$ cat src/rtl/ca_pkg.sv
// ca_pkg: pipeline-wide constants and instruction field layout shared by the IF and ID stages.
package ca_pkg;
  localparam int PC_W = 32;
  localparam logic [31:0] NOP_INST = 32'h0;
  localparam int OP_W = 6;
  localparam int RS_W = 5;
  localparam int RT_W = 5;
  localparam int RD_W = 5;
  localparam int REST_W = 11;
  typedef struct packed {
    logic [OP_W-1:0] op;
    logic [RS_W-1:0] rs;
    logic [RT_W-1:0] rt;
    logic [RD_W-1:0] rd;
    logic [REST_W-1:0] rest;
  } inst_t;
  function automatic logic [PC_W-1:0] align_word(input logic [PC_W-1:0] a);
    return {a[PC_W-1:2], 2'b00};
  endfunction
endpackage

$ cat src/rtl/if_fetch_stage_pc_reg.sv
// pc_reg: program counter with branch load, freeze-aware enable and sync active-low reset.
module pc_reg import ca_pkg::*; #(
  parameter logic [PC_W-1:0] RESET_PC = 32'd0,
  parameter logic [PC_W-1:0] PC_STEP = 32'd4
) (
  input  logic            clk,
  input  logic            rst_n,
  input  logic            load,
  input  logic            en,
  input  logic [PC_W-1:0] load_addr,
  output logic [PC_W-1:0] pc,
  output logic [PC_W-1:0] pc_next
);
  assign pc_next = pc + PC_STEP;
  always_ff @(posedge clk)
    if (!rst_n) pc <= RESET_PC;
    else if (load) pc <= load_addr;
    else if (en) pc <= pc_next;
endmodule

$ cat src/rtl/if_fetch_stage.sv
// if_fetch_stage: owns the PC, drives instruction memory and captures the fetched word into IF/ID.
module if_fetch_stage import ca_pkg::*; #(
  parameter logic [PC_W-1:0] RESET_PC = 32'd0,
  parameter logic [PC_W-1:0] PC_STEP = 32'd4,
  parameter int CNT_W = 16
) (
  input  logic             clk,
  input  logic             rst_n,
  input  logic             freeze,
  input  logic             branch_taken,
  input  logic [PC_W-1:0]  branch_addr,
  output logic [PC_W-1:0]  inst_addr,
  input  logic [31:0]      inst_in,
  output logic [PC_W-1:0]  ifid_pc,
  output logic [31:0]      ifid_inst,
  output logic             ifid_valid,
  output logic [CNT_W-1:0] fetch_count
);
  logic [PC_W-1:0] pc_next;
  pc_reg #(.RESET_PC(RESET_PC), .PC_STEP(PC_STEP)) u_pc (
    .clk(clk),
    .rst_n(rst_n),
    .load(branch_taken),
    .en(!freeze),
    .load_addr(align_word(branch_addr)),
    .pc(inst_addr),
    .pc_next(pc_next)
  );
  // a redirect flushes IF/ID even while frozen; the counter only tracks accepted fetches
  always_ff @(posedge clk)
    if (!rst_n) begin
      ifid_pc <= '0;
      ifid_inst <= NOP_INST;
      ifid_valid <= 1'b0;
      fetch_count <= '0;
    end else if (branch_taken) begin
      ifid_pc <= '0;
      ifid_inst <= NOP_INST;
      ifid_valid <= 1'b0;
    end else if (!freeze) begin
      ifid_pc <= pc_next;
      ifid_inst <= inst_in;
      ifid_valid <= 1'b1;
      fetch_count <= (fetch_count == '1) ? fetch_count : fetch_count + CNT_W'(1);
    end
endmodule

$ cat config.mk
export PLATFORM = sky130hd
export DESIGN_NAME = if_fetch_stage
export DESIGN_NICKNAME = d
export VERILOG_FILES = /design/src/rtl/ca_pkg.sv /design/src/rtl/if_fetch_stage_pc_reg.sv /design/src/rtl/if_fetch_stage.sv
export SDC_FILE = /design/constraint.sdc
export NUM_CORES = 1
export LEC_CHECK = 0
export BUFFER_PORTS_ARGS = -buffer_cell sky130_fd_sc_hd__buf_2
export CAP_MARGIN = 10
export CORE_ASPECT_RATIO = 2
export CORE_MARGIN = 5
export CORE_UTILIZATION = 45
export DETAILED_ROUTE_END_ITERATION = 6
export PLACE_DENSITY = 0.76
export SLEW_MARGIN = 20
export SYNTH_ARGS = -nofsm -noshare
export SYNTH_HDL_FRONTEND = slang
export SYNTH_SLANG_ARGS = --single-unit
$ cat constraint.sdc
create_clock -name clk -period 3 [get_ports clk]
set_input_delay 0.3 -clock clk [delete_from_list [all_inputs] [get_ports clk]]
set_output_delay 0.3 -clock clk [all_outputs]
set_load 0.005 [all_outputs]
# After elaboration in Yosys (flattened, before gate mapping)

Index checks and enable logic that the tools add are counted.
W data, S select, Z words.

Input port bits: 68
Logic and storage cells: 18
Bits in registers: 113
Output and inout port bits: 113

Bitwise gates (word level): 4
Reductions and logical operators: 2
Add/subtract/negate cells: 2
Equality and inequality tests: 2
Mux-type cells: 2

Operators by type and width:

| cell                    | count |
|---|---|
| $mux W32                | 2 |
| $add A32 B3 Y32 const B | 1 |
| $add A16 B1 Y16 const B | 1 |
| $eq A16 B16 Y1 const B  | 1 |
| $not A1 Y1              | 4 |
| $reduce_and A3 Y1       | 1 |
| $ne A2 B1 Y1 const B    | 1 |
| $reduce_or A2 Y1        | 1 |

# Depth between registers and ports, before layout

Word-level depth: 3
Gate-level depth with buffers: 7
Mapped depth without buffers: 6

# Modules after synthesis

From an unflattened synthesis, not the netlist that was laid out.

Cells, all modules: 616
Area total of the unflattened synthesis: 5456.5 um2

Modules (own cells, without submodules):

| module         | instances | sequential area each (um2) | area each (um2) | cells each |
|---|---|---|---|---|
| if_fetch_stage | 1         | 1621.6                     | 3130.5          | 311 |
| pc_reg         | 1         | 640.6                      | 2326.0          | 305 |

# Worst setup path before layout

Ideal clock, no wire load.

Kind: flip-flop to flip-flop
Start: reg u_pc.pc[2]
End: reg u_pc.pc[26]
Buffers on the path: 1
Arrival: 1.874 ns
Stages on the path, launching flop included: 8
Setup time: 0.133 ns
Clock period less this slack: 2.006 ns
Slack: 0.994 ns
Cell sequence: dfxtp_1 ha_1 nand4b_1 or4_1 clkbuf_1 nor3_2 xnor2_1 a21oi_1

Longest elaborated chain between the ends: 3

Ends and longest elaborated chain:

| element                | line                        | text |
|---|---|---|
| start, declared        | if_fetch_stage_pc_reg.sv:11 | `output logic [PC_W-1:0] pc,` |
| start signal, assigned | if_fetch_stage_pc_reg.sv:17 | `else if (load) pc <= load_addr;` |
| start signal, assigned | if_fetch_stage_pc_reg.sv:18 | `else if (en) pc <= pc_next;` |
| $add A32 B3 Y32        | if_fetch_stage_pc_reg.sv:14 | `assign pc_next = pc + PC_STEP;` |
| $mux W32               | if_fetch_stage_pc_reg.sv:18 |  |
| $mux W32               | if_fetch_stage_pc_reg.sv:17 |  |

No other way between the ends. The select of a mux whose other input is x is not followed.
A chain may end at the register's enable or synchronous reset.

# Worst setup path after layout

Start: reg u_pc.pc[7]
End: reg ifid_pc[28]

Longest elaborated chain between the ends: 1

Ends and longest elaborated chain:

| element              | line                        | text |
|---|---|---|
| $add A32 B3 Y32      | if_fetch_stage_pc_reg.sv:14 |  |
| end signal, assigned | if_fetch_stage.sv:41        | `ifid_pc <= pc_next;` |
| end, declared        | if_fetch_stage.sv:14        | `output logic [PC_W-1:0] ifid_pc,` |

No other way between the ends.

==> impl_metrics.ini <==
[outcome]
outcome = complete, no violations

[detailed_routing]
drt_iter0_markers = 234
vias = 4691
wl_um = 15050
drt_pass1_iterations = 4
drc = 0
vias_per_cell = 5.355
ant_nets = 0
wire_per_inst_um = 17.18

[grt]
grtUsageMet3 = 0.04384
grt_antenna_before_repair = 2
grt_max_degree = 65
grt_pass1_wl_um = 23830
grt_usage = 0.2184
top_usage_layer = met2
grt_pass1_vias = 4803
use_met2 = 0.4047
grt_use_met1 = 0.2151
overflow = 0

[timing]
fmax_ghz = 0.4315
tightestPinTransition_ps = 795.8
setup-violations-final = 0
finalSetupTns_ps = 0
max_slew_margin = 0.4694
finalHoldViolCount = 0
fin_crit_ps = 2317
fin_skew_ps = 6.854
slew_viol_final = 0
min_period_over_period = 0.7724
rsz0062_at_grt = false

[pwr]
switching_share = 0.2553
powerDensity_nw_per_um2 = 494.4
clkPwrFrac = 0.389
pwr-share-comb = 0.105
leakage_nw = 2.775
intPower_mw = 2.311
power.switching_mw = 0.7922
peakVddDrop_v = 0.0003086
power_frac_seq = 0.506

[synth]
synth_cell_types = 50
synthTopCellsByArea = dfxtp_1 43%, mux2i_1 8.3%, nor2_1 7.7%, xnor2_1 5.2%, xor2_1 5.2%
dominantRegCellSynth = dfxtp_1
ys_seq_elements = 109
synth_top_area_frac = 0.4309
synthCells = 579
syn_avg_cell_area_sq_um = 8.745
yosysSeqAreaShare = 0.4309
synthesis.area_sq_um = 5064
ys_warn_count = 0
async_flop_share = 0
synth-edff-count = 0
yosysTopAreaCell = dfxtp_1

[worst_hold_path]
hold_path_class = input port to flop

[worst_setup_path]
path_cells = nand3_1, or4_4, nor4_1, xnor2_1, a211oi_1
slowest_stage = or4_4
critPathTopFamily = simple AND/OR/NAND/NOR gates
crit_path_max_incr_delay_ps = 800
startpoint_type = flop
cp.buffers_inverters = 0
cp.arrival_ps = 2580
crit_required_ps = 3260
cp-end-kind = flop
worstPathMaxFanout = 14
critPathKind = flop to flop

[clock_network]
cts_root_buffer = clkbuf_16
holdBufCountCts = 0
clock_path_buffers = 2
path_clk_slew_ps = 70
htreeDepth = 3
clkSinkCount = 109
cts_setup_buffers = 0
tritoncts = done
insertion_delay_ps = 350
cts_buffers = 9
cts_resized = 0

[finish]
final_cell_mix = 174 x buf_2, 109 x dfxtp_1, 104 x nor2_1, 42 x mux2i_1, 32 x a21oi_1
final_common_cell = buf_2
syn2layout_area_growth_pct = 23.94
largest_reg_flops = 32
fin_area_sq_um = 6276
drive_above_1_share = 0.2867
n_antenna_cell = 0
finalNetCount = 801

[die]
rows = 54
die_h_um = 160.0
fp.dieArea_sq_um = 13600
ios = 181
dieWidth_um = 85.01
coreArea_sq_um = 10950
start_util = 0.4626

[placed_design]
dpl-instance-area_sq_um = 5978
port_buffers = 174
hpwl_um = 11520
gp_congestion = 0.9315

[job]
maxCapViolations = 0
cell usage after synthesis, types with 6 or more instances:
| cell | number |
|---|---|
| dfxtp_1 | 109 |
| nor2_1 | 104 |
| mux2i_1 | 42 |
| a21oi_1 | 32 |
| o21ai_0 | 30 |
| xnor2_1 | 30 |
| xor2_1 | 30 |
| clkbuf_1 | 27 |
| nand2_1 | 24 |
| nand3_1 | 20 |
| nand4_1 | 18 |
| a211oi_1 | 14 |
| nor3_1 | 11 |
| buf_2 | 8 |
| nor4_1 | 7 |
| or3_1 | 6 |
path summary, 6_finish.rpt:
path / start / end / slack (ps) / cells past startpoint
setup / recovery: u_pc.pc[7]$_SDFFE_PN0P_ / ifid_pc[28]$_SDFFE_PP0N_ / 680 / 5
hold / removal: inst_in[13] / ifid_inst[13]$_SDFFE_PP0N_ / 180 / 3
setup reg to reg: u_pc.pc[7]$_SDFFE_PN0P_ / ifid_pc[28]$_SDFFE_PP0N_ / 680 / 5
hold reg to reg: ifid_valid$_SDFFE_PP0N_ / ifid_valid$_SDFFE_PP0N_ / 450 / 2
worst min-delay path, delay by kind of cell:
| kind | cells | cell delay [ps] |
|---|---|---|
| buf+inv | 1 | 70 |
| simple gates | 1 | 70 |
| mux | 1 | 50 |
cell type report:
cell class | instances | area [sq um]
Clock buffer | 10 | 229.0
Inverter | 7 | 26.28
Sequential cell | 109 | 2182
Multi-Input combinational cell | 424 | 2679
Tap cell | 140 | 175.2
Clock inverter | 6 | 68.82
Timing Repair Buffer | 180 | 915.9
Fill cell | 1037 | 4669
power by group through the flow:
stage / sequential, mW / combinational [mW] / clock [mW]
2_1_floorplan: 1.59 / 0.196 / 0
3_3_place_gp: 1.60 / 0.320 / 0
3_5_place_dp: 1.60 / 0.328 / 0
4_1_cts: 1.57 / 0.330 / 1.23
5_1_grt: 1.58 / 0.362 / 1.29
6_report: 1.57 / 0.326 / 1.21
stage by stage:
step	hold WS, ps	util	instances	power, mW	worst slack, ps
after global routing	181.5	0.5734	876	3.231	540.1
after CTS	172.7	0.5734	876	3.127	651.2
after floorplan	441.9	-	582	1.783	993.8
after global placement	436.4	0.5462	860	1.919	735.9
final	178.5	0.5734	876	3.103	682.8
after detailed placement	441.3	0.5462	860	1.931	685.2
cells by family (layout without fill, tap and decap cells):
family,after synthesis,after routing,share of synthesized area
flip-flops,109,109,0.4309
AND/OR/NAND/NOR,228,228,0.2310
other,1,4,0.0007406
buffers and inverters,49,203,0.04275
adder cells (fa/ha/maj),2,2,0.004941
AO/OA/AOI/OAI,87,87,0.1006
XOR/XNOR,60,60,0.1038
multiplexers,43,43,0.08525
routing by layer:
metal | wire (um) | share of wire | vias up
li1 | - | - | 2311
met4 | 755 | 0.050 | 4
met2 | 8379 | 0.56 | 155
met3 | 750 | 0.050 | 50
met1 | 5149 | 0.34 | 2171
met5 | 14 | 0.00093 | -
(Power assumes the default switching activity.)
